File: src/rtl/lcd_pkg.sv
// Shared definitions for the LCD command scheduler:
// command codes, issue FSM states and the illegal-code test.
package lcd_pkg;

  localparam int CMD_W = 4;

  localparam logic [CMD_W-1:0] CMD_WRITE      = 4'h0;
  localparam logic [CMD_W-1:0] CMD_LAST_LEGAL = 4'hB;

  typedef enum logic [2:0] {
    S_IDLE,
    S_ISSUE,
    S_WAIT_BUSY,
    S_WAIT_DONE,
    S_DONE
  } sched_state_t;

  function automatic logic cmd_illegal(input logic [CMD_W-1:0] c);
    return c > CMD_LAST_LEGAL;
  endfunction

endpackage

File: src/rtl/lcd_cmd_fifo.sv
// Synchronous command queue between the arbiter and the issue FSM.
// Push while full is honoured only when a pop happens in the same cycle.
module lcd_cmd_fifo
  import lcd_pkg::*;
#(
  parameter int DEPTH = 4,
  localparam int AW = $clog2(DEPTH)
) (
  input  logic             clk,
  input  logic             reset,
  input  logic             i_push,
  input  logic [CMD_W-1:0] i_data,
  input  logic             i_pop,
  output logic [CMD_W-1:0] o_data,
  output logic             o_full,
  output logic             o_empty,
  output logic [AW:0]      o_count
);

  logic [CMD_W-1:0] r_mem [DEPTH];
  logic [AW-1:0]    r_wp;
  logic [AW-1:0]    r_rp;
  logic [AW:0]      r_count;
  logic             w_push;
  logic             w_pop;

  function automatic logic [AW-1:0] next_ptr(input logic [AW-1:0] p);
    return (p == AW'(DEPTH - 1)) ? '0 : p + 1'b1;
  endfunction

  assign o_full  = (r_count == (AW+1)'(DEPTH));
  assign o_empty = (r_count == '0);
  assign o_count = r_count;
  assign o_data  = r_mem[r_rp];

  assign w_pop  = i_pop && !o_empty;
  assign w_push = i_push && (!o_full || w_pop);

  always_ff @(posedge clk) begin
    if (w_push) r_mem[r_wp] <= i_data;
  end

  always_ff @(posedge clk or posedge reset) begin
    if (reset) begin
      r_wp    <= '0;
      r_rp    <= '0;
      r_count <= '0;
    end else begin
      if (w_push) r_wp <= next_ptr(r_wp);
      if (w_pop)  r_rp <= next_ptr(r_rp);
      if (w_push && !w_pop)      r_count <= r_count + 1'b1;
      else if (w_pop && !w_push) r_count <= r_count - 1'b1;
    end
  end

endmodule

File: src/rtl/lcd_cmd_scheduler.sv
// Round-robin arbiter, illegal-code filter and issue FSM sharing
// the LCD controller command port between two requesters.
module lcd_cmd_scheduler
  import lcd_pkg::*;
#(
  parameter int FIFO_DEPTH   = 4,
  parameter int BUSY_TIMEOUT = 8
) (
  input  logic             clk,
  input  logic             reset,
  input  logic             req0_valid,
  input  logic [CMD_W-1:0] req0_cmd,
  output logic             req0_ready,
  input  logic             req1_valid,
  input  logic [CMD_W-1:0] req1_cmd,
  output logic             req1_ready,
  output logic [CMD_W-1:0] lcd_cmd,
  output logic             lcd_cmd_valid,
  input  logic             lcd_busy,
  input  logic             lcd_done,
  output logic             sched_idle,
  output logic             finished,
  output logic             err_illegal,
  output logic             err_timeout,
  output logic [7:0]       issued_cnt
);

  localparam int AW = $clog2(FIFO_DEPTH);
  localparam int TW = $clog2(BUSY_TIMEOUT + 1);

  sched_state_t     r_state;
  logic [CMD_W-1:0] r_lcd_cmd;
  logic             r_cmd_valid;
  logic             r_last_grant;
  logic             r_closed;
  logic             r_sched_idle;
  logic             r_finished;
  logic             r_err_illegal;
  logic             r_err_timeout;
  logic [7:0]       r_issued_cnt;
  logic [TW-1:0]    r_timer;

  logic             w_full;
  logic             w_empty;
  logic [AW:0]      w_count;
  logic [CMD_W-1:0] w_head;
  logic             w_can;
  logic             w_pick0;
  logic             w_pick1;
  logic             w_acc;
  logic [CMD_W-1:0] w_acc_cmd;
  logic             w_push;
  logic             w_pop;

  // On a tie the requester that did not win last time is granted.
  assign w_can     = !w_full && !r_closed;
  assign w_pick1   = req1_valid && (!req0_valid || !r_last_grant);
  assign w_pick0   = req0_valid && !w_pick1;
  assign req0_ready = w_can && w_pick0;
  assign req1_ready = w_can && w_pick1;

  assign w_acc     = req0_ready || req1_ready;
  assign w_acc_cmd = req1_ready ? req1_cmd : req0_cmd;
  assign w_push    = w_acc && !cmd_illegal(w_acc_cmd);
  assign w_pop     = (r_state == S_IDLE) && !w_empty &&
                     !lcd_busy && !r_finished;

  lcd_cmd_fifo #(
    .DEPTH (FIFO_DEPTH)
  ) u_fifo (
    .clk     (clk),
    .reset   (reset),
    .i_push  (w_push),
    .i_data  (w_acc_cmd),
    .i_pop   (w_pop),
    .o_data  (w_head),
    .o_full  (w_full),
    .o_empty (w_empty),
    .o_count (w_count)
  );

  always_ff @(posedge clk or posedge reset) begin
    if (reset) begin
      r_last_grant  <= 1'b1;
      r_closed      <= 1'b0;
      r_err_illegal <= 1'b0;
      r_sched_idle  <= 1'b0;
    end else begin
      r_err_illegal <= w_acc && cmd_illegal(w_acc_cmd);
      r_sched_idle  <= (r_state == S_IDLE) && (w_count == '0);
      if (w_acc) r_last_grant <= req1_ready;
      if (w_acc && (w_acc_cmd == CMD_WRITE)) r_closed <= 1'b1;
    end
  end

  always_ff @(posedge clk or posedge reset) begin
    if (reset) begin
      r_state       <= S_IDLE;
      r_lcd_cmd     <= '0;
      r_cmd_valid   <= 1'b0;
      r_finished    <= 1'b0;
      r_err_timeout <= 1'b0;
      r_issued_cnt  <= '0;
      r_timer       <= '0;
    end else begin
      r_err_timeout <= 1'b0;
      unique case (r_state)
        S_IDLE: begin
          if (w_pop) begin
            r_lcd_cmd   <= w_head;
            r_cmd_valid <= 1'b1;
            r_state     <= S_ISSUE;
          end
        end
        S_ISSUE: begin
          r_cmd_valid  <= 1'b0;
          r_issued_cnt <= r_issued_cnt + 1'b1;
          r_timer      <= '0;
          r_state      <= S_WAIT_BUSY;
        end
        S_WAIT_BUSY: begin
          if (lcd_busy) begin
            r_state <= (r_lcd_cmd == CMD_WRITE) ? S_WAIT_DONE : S_IDLE;
          end else if (r_timer == TW'(BUSY_TIMEOUT - 1)) begin
            // Controller never acknowledged: the command is dropped.
            r_err_timeout <= 1'b1;
            r_state       <= S_IDLE;
          end else begin
            r_timer <= r_timer + 1'b1;
          end
        end
        S_WAIT_DONE: begin
          if (lcd_done) begin
            r_finished <= 1'b1;
            r_state    <= S_DONE;
          end
        end
        S_DONE: r_state <= S_DONE;
        default: r_state <= S_IDLE;
      endcase
    end
  end

  assign lcd_cmd       = r_lcd_cmd;
  assign lcd_cmd_valid = r_cmd_valid;
  assign sched_idle    = r_sched_idle;
  assign finished      = r_finished;
  assign err_illegal   = r_err_illegal;
  assign err_timeout   = r_err_timeout;
  assign issued_cnt    = r_issued_cnt;

endmodule
File: config.mk
export PLATFORM = sky130hd
export DESIGN_NAME = lcd_cmd_scheduler
export DESIGN_NICKNAME = d
export VERILOG_FILES = /design/src/rtl/lcd_pkg.sv /design/src/rtl/lcd_cmd_fifo.sv /design/src/rtl/lcd_cmd_scheduler.sv
export SDC_FILE = /design/constraint.sdc
export NUM_CORES = 1
export LEC_CHECK = 0
export ABC_AREA = 1
export BUFFER_PORTS_ARGS = -buffer_cell sky130_fd_sc_hd__buf_2
export CAP_MARGIN = 20
export CORE_MARGIN = 2
export CORE_UTILIZATION = 56
export CTS_CLUSTER_DIAMETER = 40
export CTS_CLUSTER_SIZE = 20
export DETAILED_ROUTE_END_ITERATION = 8
export PLACE_DENSITY_LB_ADDON = 0.05
export SKIP_CTS_REPAIR_TIMING = 1
export SLEW_MARGIN = 20
export SYNTH_ARGS = -nofsm -noshare
export SYNTH_HDL_FRONTEND = slang
export SYNTH_SLANG_ARGS = --single-unit
File: constraint.sdc
create_clock -name clk -period 2.93 [get_ports clk]
set_input_delay 0.586 -clock clk [delete_from_list [all_inputs] [get_ports clk]]
set_output_delay 0.586 -clock clk [all_outputs]
set_load 0.02 [all_outputs]
# Word level (Yosys, flattened, before mapping)
# Memories as Yosys holds them, arrays and structs flattened. A register that Yosys moved wholly into a read port is not among the register bits.
# Index checks and enable logic that the tools add are counted.
word_totals:
  memories: 1
  inputBits: 14
  mem_bits_rw: 16
  reg_bits: 29
  output_inout_bits: 19
  latchBits: 0
  rom_bits: 0
  wordCells: 97
classes:
  n_lt_le_gt_ge: 1
  div: 0
  add_sub_neg: 6
  n_eq_ne: 13
  bitwise: 0
  n_reduce_logical: 42
  mul: 0
  n_shift: 0
  n_mux: 21
memory_table:
  columns: ["name", "depth", "width", "read_ports", "rd_clocked_by_memory_dff", "write_ports", "line", "source"]
  rows:
  - ["u_fifo.r_mem", 4, 4, 1, 1, 1, "lcd_cmd_fifo.sv:20", "logic [CMD_W-1:0] r_mem [DEPTH];"]
op_table:
  columns: ["op", "n"]
  rows:
  - ["$mux 3", 6]
  - ["$logic_and 1x1->1", 16]
  - ["$pmux 3 s5", 1]
  - ["$mux 4", 3]
  - ["$logic_not 1->1", 11]
  - ["$add 8x1->8 const B", 1]
  - ["$logic_not 4->1", 2]
  - ["$pmux 4 s2", 1]
  - ["$eq 3x2->1 const B", 2]
  - ["$eq 3x3->1 const B", 2]
  - ["$logic_not 3->1", 2]
  - ["$mux 1", 6]
  - ["$mux 2", 3]
  - ["$ne 2x2->1 const B", 3]
  - ["$reduce_and 2->1", 3]
  - ["$reduce_and 3->1", 2]
  - ["$reduce_bool 2->1", 3]
  - ["$add 2x1->2 const B", 2]
  - ["$add 4x1->4 const B", 1]
  - ["$eq 2x2->1 const B", 2]
  - ["$eq 4x3->1 const B", 1]
  - ["$gt 4x4->1 const B", 1]
  - ["$add 3x1->3 const B", 1]
  - ["$eq 3x1->1 const B", 1]
  - ["other kinds (5)", 7]

# Longest topological paths before layout
depth:
  depth_word: 13
  ltp_mapped: 15
  depth_no_buf: 15

# Modules after synthesis
# From an unflattened synthesis, not the netlist that was laid out.
unflattened:
  hier_cells: 268
  hier_area_um2: 2468.6
by_module_without_submodules:
  columns: ["module", "n_inst", "area_each_um2", "cells_each", "seq_area_each_um2"]
  rows:
  - ["lcd_cmd_scheduler", 1, 1343.8, 160, 651.9]
  - ["lcd_cmd_fifo", 1, 1124.8, 108, 655.6]

# Worst setup path after synthesis
# Ideal clock, no wire load.
synth_timing:
  kind: "input-to-reg"
  startpoint: "input req0_valid"
  endpoint: "register u_fifo.r_count[2], in the netlist u_fifo.o_count[2]"
  path_stages: 15
  n_path_buf: 0
  arrival_time_ns: 2.177
  required_ns: 2.799
  setup_time_ns: 0.131
  path_slack_ns: 0.622
  cell_sequence: "nand2_1 nand2_1 inv_2 nand3_4 nand2_1 nand2_1 nand2_2 nand2_4 inv_1 ha_1 inv_1 fa_1 a21oi_1 o21ai_0 xor2_1"
synth_between:
  elab_chain_cells: 12
  word_cells_on_any_way: 18
  cone_classes: "order compare (1); mux (2); reduce/logical (15)"
synth_lines:
  columns: ["item", "line", "source"]
  rows:
  - ["from (decl)", "lcd_cmd_scheduler.sv:11", "input logic req0_valid,"]
  - ["$logic_not 1->1 *", "lcd_cmd_scheduler.sv:57", "assign w_pick1 = req1_valid && (!req0_valid || !r_last_grant);"]
  - ["$logic_or 1x1->1 *", "lcd_cmd_scheduler.sv:57", null]
  - ["$logic_and 1x1->1 *", "lcd_cmd_scheduler.sv:57", null]
  - ["$logic_and 1x1->1 *", "lcd_cmd_scheduler.sv:60", "assign req1_ready = w_can && w_pick1;"]
  - ["$mux 4 *", "lcd_cmd_scheduler.sv:63", "assign w_acc_cmd = req1_ready ? req1_cmd : req0_cmd;"]
  - ["named net u_fifo.i_data[2]", "lcd_cmd_fifo.sv:12", "input logic [CMD_W-1:0] i_data,"]
  - ["$gt 4x4->1 *", "lcd_pkg.sv:19", "return c > CMD_LAST_LEGAL;"]
  - ["$logic_not 1->1 *", "lcd_cmd_scheduler.sv:64", "assign w_push = w_acc && !cmd_illegal(w_acc_cmd);"]
  - ["$logic_and 1x1->1 *", "lcd_cmd_scheduler.sv:64", null]
  - ["$logic_and 1x1->1 *", "lcd_cmd_fifo.sv:37", "assign w_push = i_push && (!o_full || w_pop);"]
  - ["named net u_fifo.w_push", "lcd_cmd_fifo.sv:24", "logic w_push;"]
  - ["$logic_not 1->1", "lcd_cmd_fifo.sv:52", "else if (w_pop && !w_push) r_count <= r_count - 1'b1;"]
  - ["$logic_and 1x1->1", "lcd_cmd_fifo.sv:52", null]
  - ["$reduce_bool 2->1 (no line)", null, null]
  - ["to (signal assigned)", "lcd_cmd_fifo.sv:51", "if (w_push && !w_pop) r_count <= r_count + 1'b1;"]
  - ["to (signal assigned)", "lcd_cmd_fifo.sv:52", null]
  - ["to (decl)", "lcd_cmd_fifo.sv:23", "logic [AW:0] r_count;"]
# The timed path passes the listed nets; every way through them passes the cells marked *.
# A chain may end at the register's enable or synchronous reset.

# Worst setup path after layout
layout_timing:
  startpoint: "register u_fifo.r_count[0], in the netlist u_fifo.o_count[0]"
  endpoint: "register u_fifo.r_count[1], in the netlist u_fifo.o_count[1]"
layout_between:
  elab_chain_cells: 12
  word_cells_on_any_way: 27
  cone_classes: "add/sub (2); order compare (1); eq/ne (1); mux (3); reduce/logical (20)"
layout_lines:
  columns: ["item", "line", "source"]
  rows:
  - ["$eq 3x3->1 *", "lcd_cmd_fifo.sv:31", "assign o_full = (r_count == (AW+1)'(DEPTH));"]
  - ["$logic_not 1->1 *", "lcd_cmd_scheduler.sv:56", "assign w_can = !w_full && !r_closed;"]
  - ["$logic_and 1x1->1 *", "lcd_cmd_scheduler.sv:56", null]
  - ["$logic_and 1x1->1 *", "lcd_cmd_scheduler.sv:60", null]
  - ["$mux 4 *", "lcd_cmd_scheduler.sv:63", null]
  - ["named net u_fifo.i_data[2]", "lcd_cmd_fifo.sv:12", null]
  - ["$gt 4x4->1 *", "lcd_pkg.sv:19", null]
  - ["$logic_not 1->1 *", "lcd_cmd_scheduler.sv:64", null]
  - ["$logic_and 1x1->1 *", "lcd_cmd_scheduler.sv:64", null]
  - ["$logic_and 1x1->1 *", "lcd_cmd_fifo.sv:37", null]
  - ["named net u_fifo.w_push", "lcd_cmd_fifo.sv:24", null]
  - ["$logic_not 1->1", "lcd_cmd_fifo.sv:52", null]
  - ["$logic_and 1x1->1", "lcd_cmd_fifo.sv:52", null]
  - ["$reduce_bool 2->1 (no line)", null, null]
# The timed path passes the listed nets; every way through them passes the cells marked *. The select of a mux whose other input is x is not followed.

==> summary.md <==
| Metric | Value |
|---|---|
| CTS Root Cell | clkbuf_8 |
| Fillers | about 320 |
| CP Cell Sequence | nor2_2 > nand2_2 > nand3_4 > nand2_1 > nand2_1 > nand2_2 > nand2_4 > inv_1 > ha_1 > inv_1 > fa_1 > mux2_2 |
| Worst Skew | slightly below 9 ps |
| Register-to-Register Path Depth | 12 |
| Vias in the first global route | around 1,600 |
| Num CTS Buffers | 5 |
| Bufs and invs on worst path | 2 |
| Synthesized instance count | ~240 |
| Measured slew at the worst slew-check pin | ~440 ps |
| Max cap viols | 0 |
| Routability Congestion | slightly above 0.8 |
| Synthesized area per cell | ~10 um^2 |
| Total Neg Setup Slack | 0 ps |
| Final hold violation count | 0 |
| Pins over their slew limit | 0 |
| Post-synth EDFFs | 16 |
| FF-to-FF Start | u_fifo.o_count[0] |
| Routed vias/inst | around 5.1 |
| ANT cells | 0 |
| H-tree Lvls | 2 |
| Crit-path max FO | 7 |
| RSZ-0062 raised after global routing | false |
| Final setup vio count | 0 |
| Die area | ~4700 um^2 |
| First-pass GRT wire length | 6730 um |
| DP Worst Slack | roughly 280 ps |
| Die X | about 68 um |
| HPWL Detailed | 3120 um |
| Fraction of registers with async set/reset | 67.3% |
| Tot Pwr | 1.14 mW |
| Hold/Removal Path Class | in2async |
| Max Clk Rate | 417 MHz |
| # port buffers | 32 |
| Synth cell types | 33 |
| Clock Path Buffers | 2 |
| PnR worst setup slack | 534 ps |
| Die Height | ~68 um |
| Residual DRC | 0 |
| Slew margin rel. | a little over two thirds |
| Status | finished clean |
| Flops & latches, synth | 49 |
| GRT overflow | 0 |
| CTS tree | built |
| Rows | 23 |
| Crit path from | u_fifo.o_count[0] |
| Synth warnings | 0 |
| CP Capture Type | flop |
| PwrDens | about 430 nW/um^2 |
| Period utilisation layout | 81.8% |
| Crit path time final | 2400 ps |
| Peak supply drop | approximately 0.27 mV |
| First-pass DRT Iterations | 4 |
| Ys flop type | dfrtp_1 |
| Overall routing resource usage | 20.1% |
| Clock latency on the worst-skew pair | ~300 ps |
| Worst R2R End | u_fifo.o_count[1] |
| Post-DRT Antenna Nets | 0 |
| Syn nets | 260 |
| Reg2reg setup slack | 530 ps |
| Pin count of the biggest net entering global routing | 23 |
| Critical path's top delay family | simple AND/OR/NAND/NOR gates |
| Area of the core | between 4000 and 5000 um^2 |
| Crit. path cell count | 12 |
| Drt wl/cell | approximately 12 um |
| CP max-delay cell | dfrtp_1 |
| WS Path Type | reg2reg |
| Leakage | ~1.3 nW |
| Initial antenna violation count | 0 |
| I/O pin count | 33 |
| Clk sinks | 49 |
| Share of cells above drive strength 1 | ~22% |
| Initial detailed-routing violation count | 87 |
| Crit path to | u_fifo.o_count[1] |
| CP arrival | 2590 ps |
| Synth-to-Final Area Change | 13.1% |
| Initial core utilization | approximately three fifths |
| Crit-path max cell delay | around 430 ps |
| Mapped Area | 2320 um^2 |
| Final wirelength | 4060 um |
| Number of nets in the layout | slightly below 300 |
| Setup crit start kind | flop |
| Clk pin slew, worst setup/hold paths | about 80 ps |
| Critical path required time | approximately 3100 ps |
| Seq/Total Area, Yosys | a little under three fifths |
| Via count | ~1,700 |
-- kinds of logic (layout without fill, tap and decap cells) --
| family | Yosys count | in the layout | share of synthesized area (%) |
|---|---|---|---|
| adder cells (fa/ha/maj) | 9 | 9 | 5.17 |
| flip-flops | 49 | 49 | 56.2 |
| buffers and inverters | 35 | 74 | 6.08 |
| AND/OR/NAND/NOR | 108 | 108 | 22.6 |
| multiplexers | 1 | 1 | 0.484 |
| XOR/XNOR | 10 | 10 | 3.77 |
| AO/OA/AOI/OAI | 25 | 25 | 5.71 |
-- layout make-up --
type                    instances  area, um^2  share of cell area [%]
repair buffers                 33         168                    6.38
multi-input cells             153         876                    33.3
flip-flops and latches         49        1310                    49.7
well taps                      50        62.6                    2.38
inverters                      33         125                    4.76
clock buffers                   8        90.1                    3.43
-- synth_stat cells, types with 4 or more instances --
| cell | count | area [um^2] |
|---|---|---|
| inv_1 | 27 | 101 |
| o21ai_1 | 4 | 20.0 |
| o21ai_0 | 13 | 65.1 |
| edfxtp_1 | 16 | 480 |
| xnor2_1 | 4 | 35.0 |
| ha_1 | 8 | 100 |
| xor2_1 | 6 | 52.6 |
| nand2_1 | 37 | 139 |
| dfrtp_1 | 32 | 801 |
| nand2_2 | 5 | 31.3 |
| inv_2 | 5 | 18.8 |
| nand3_1 | 13 | 65.1 |
| nor2_1 | 35 | 131 |
| nand4_1 | 6 | 37.5 |
-- worst reg2reg max path, stage by stage (launching register included) --
cell	delay, ps
dfrtp_1	430
nor2_2	180
nand2_2	100
nand3_4	110
nand2_1	60
nand2_1	170
nand2_2	130
nand2_4	110
inv_1	60
ha_1	170
inv_1	90
fa_1	410
mux2_2	270
-- through the flow --
stage / hold WS (ps) / area (um^2) / cells / util (%)
detailed placement: 468 / 2540 / 318 / 63.5
CTS: 279 / 2630 / 326 / 65.7
global placement: 471 / 2540 / 318 / 63.5
floorplan: 442 / 2320 / 237 / -
finish: 265 / 2630 / 326 / 65.7
global route: 310 / 2630 / 326 / 65.7
-- worst min path at each step --
| stage | cells after the start | startpoint | endpoint | slack, ps |
|---|---|---|---|---|
| finish | 2 | reset | u_fifo.r_wp[1] | 270 |
| global route | 2 | reset | u_fifo.r_wp[1] | 310 |
| CTS | 2 | reset | u_fifo.r_wp[1] | 280 |
| detailed placement | 2 | r_last_grant | r_last_grant | 470 |
| global placement | 2 | lcd_cmd_valid | lcd_cmd_valid | 470 |
| floorplan | 2 | r_last_grant | r_last_grant | 440 |
-- cells in the final DEF (no fill, tap or decap), types with 2 or more instances in the layout --
master,count
nand2_1,37
nor2_1,35
dfrtp_1,32
buf_2,32
inv_1,27
edfxtp_1,16
nand3_1,13
o21ai_0,13
ha_1,8
xor2_1,6
nand4_1,6
clkbuf_8,6
nand2_2,5
inv_2,5
xnor2_1,4
o21ai_1,4
a31oi_1,3
a21oi_1,3
nor2_2,2
nor3_2,2
nor3_1,2
clkbuf_1,2
-- power by group --
group | internal (mW) | switching, mW | leakage [nW]
logic | 0.00960 | 0.0215 | 0.680
clock network | 0.193 | 0.207 | 0.0455
registers | 0.706 | 0 | 0.570
total | 0.909 | 0.228 | 1.30
-- state kept, by name, indices dropped and copies added (netlist names) --
name / cells
u_fifo.r_mem: 16
issued_cnt: 8
lcd_cmd: 4
r_timer: 4
r_state: 3
u_fifo.o_count: 3
u_fifo.r_rp: 2
u_fifo.r_wp: 2
err_illegal: 1
err_timeout: 1
finished: 1
lcd_cmd_valid: 1
r_closed: 1
r_last_grant: 1
sched_idle: 1
-- metal layers --
| metal | vias to the layer above | part of all wire [%] | track usage, % |
|---|---|---|---|
| met2 | 42 | 47 | 33.4 |
| met4 | 0 | 1.4 | 7.50 |
| met3 | 5 | 4.2 | 6.09 |
| li1 | 844 | - | - |
| met5 | - | 0 | 0 |
| met1 | 769 | 47 | 24.6 |
(Power assumes the default switching activity.)
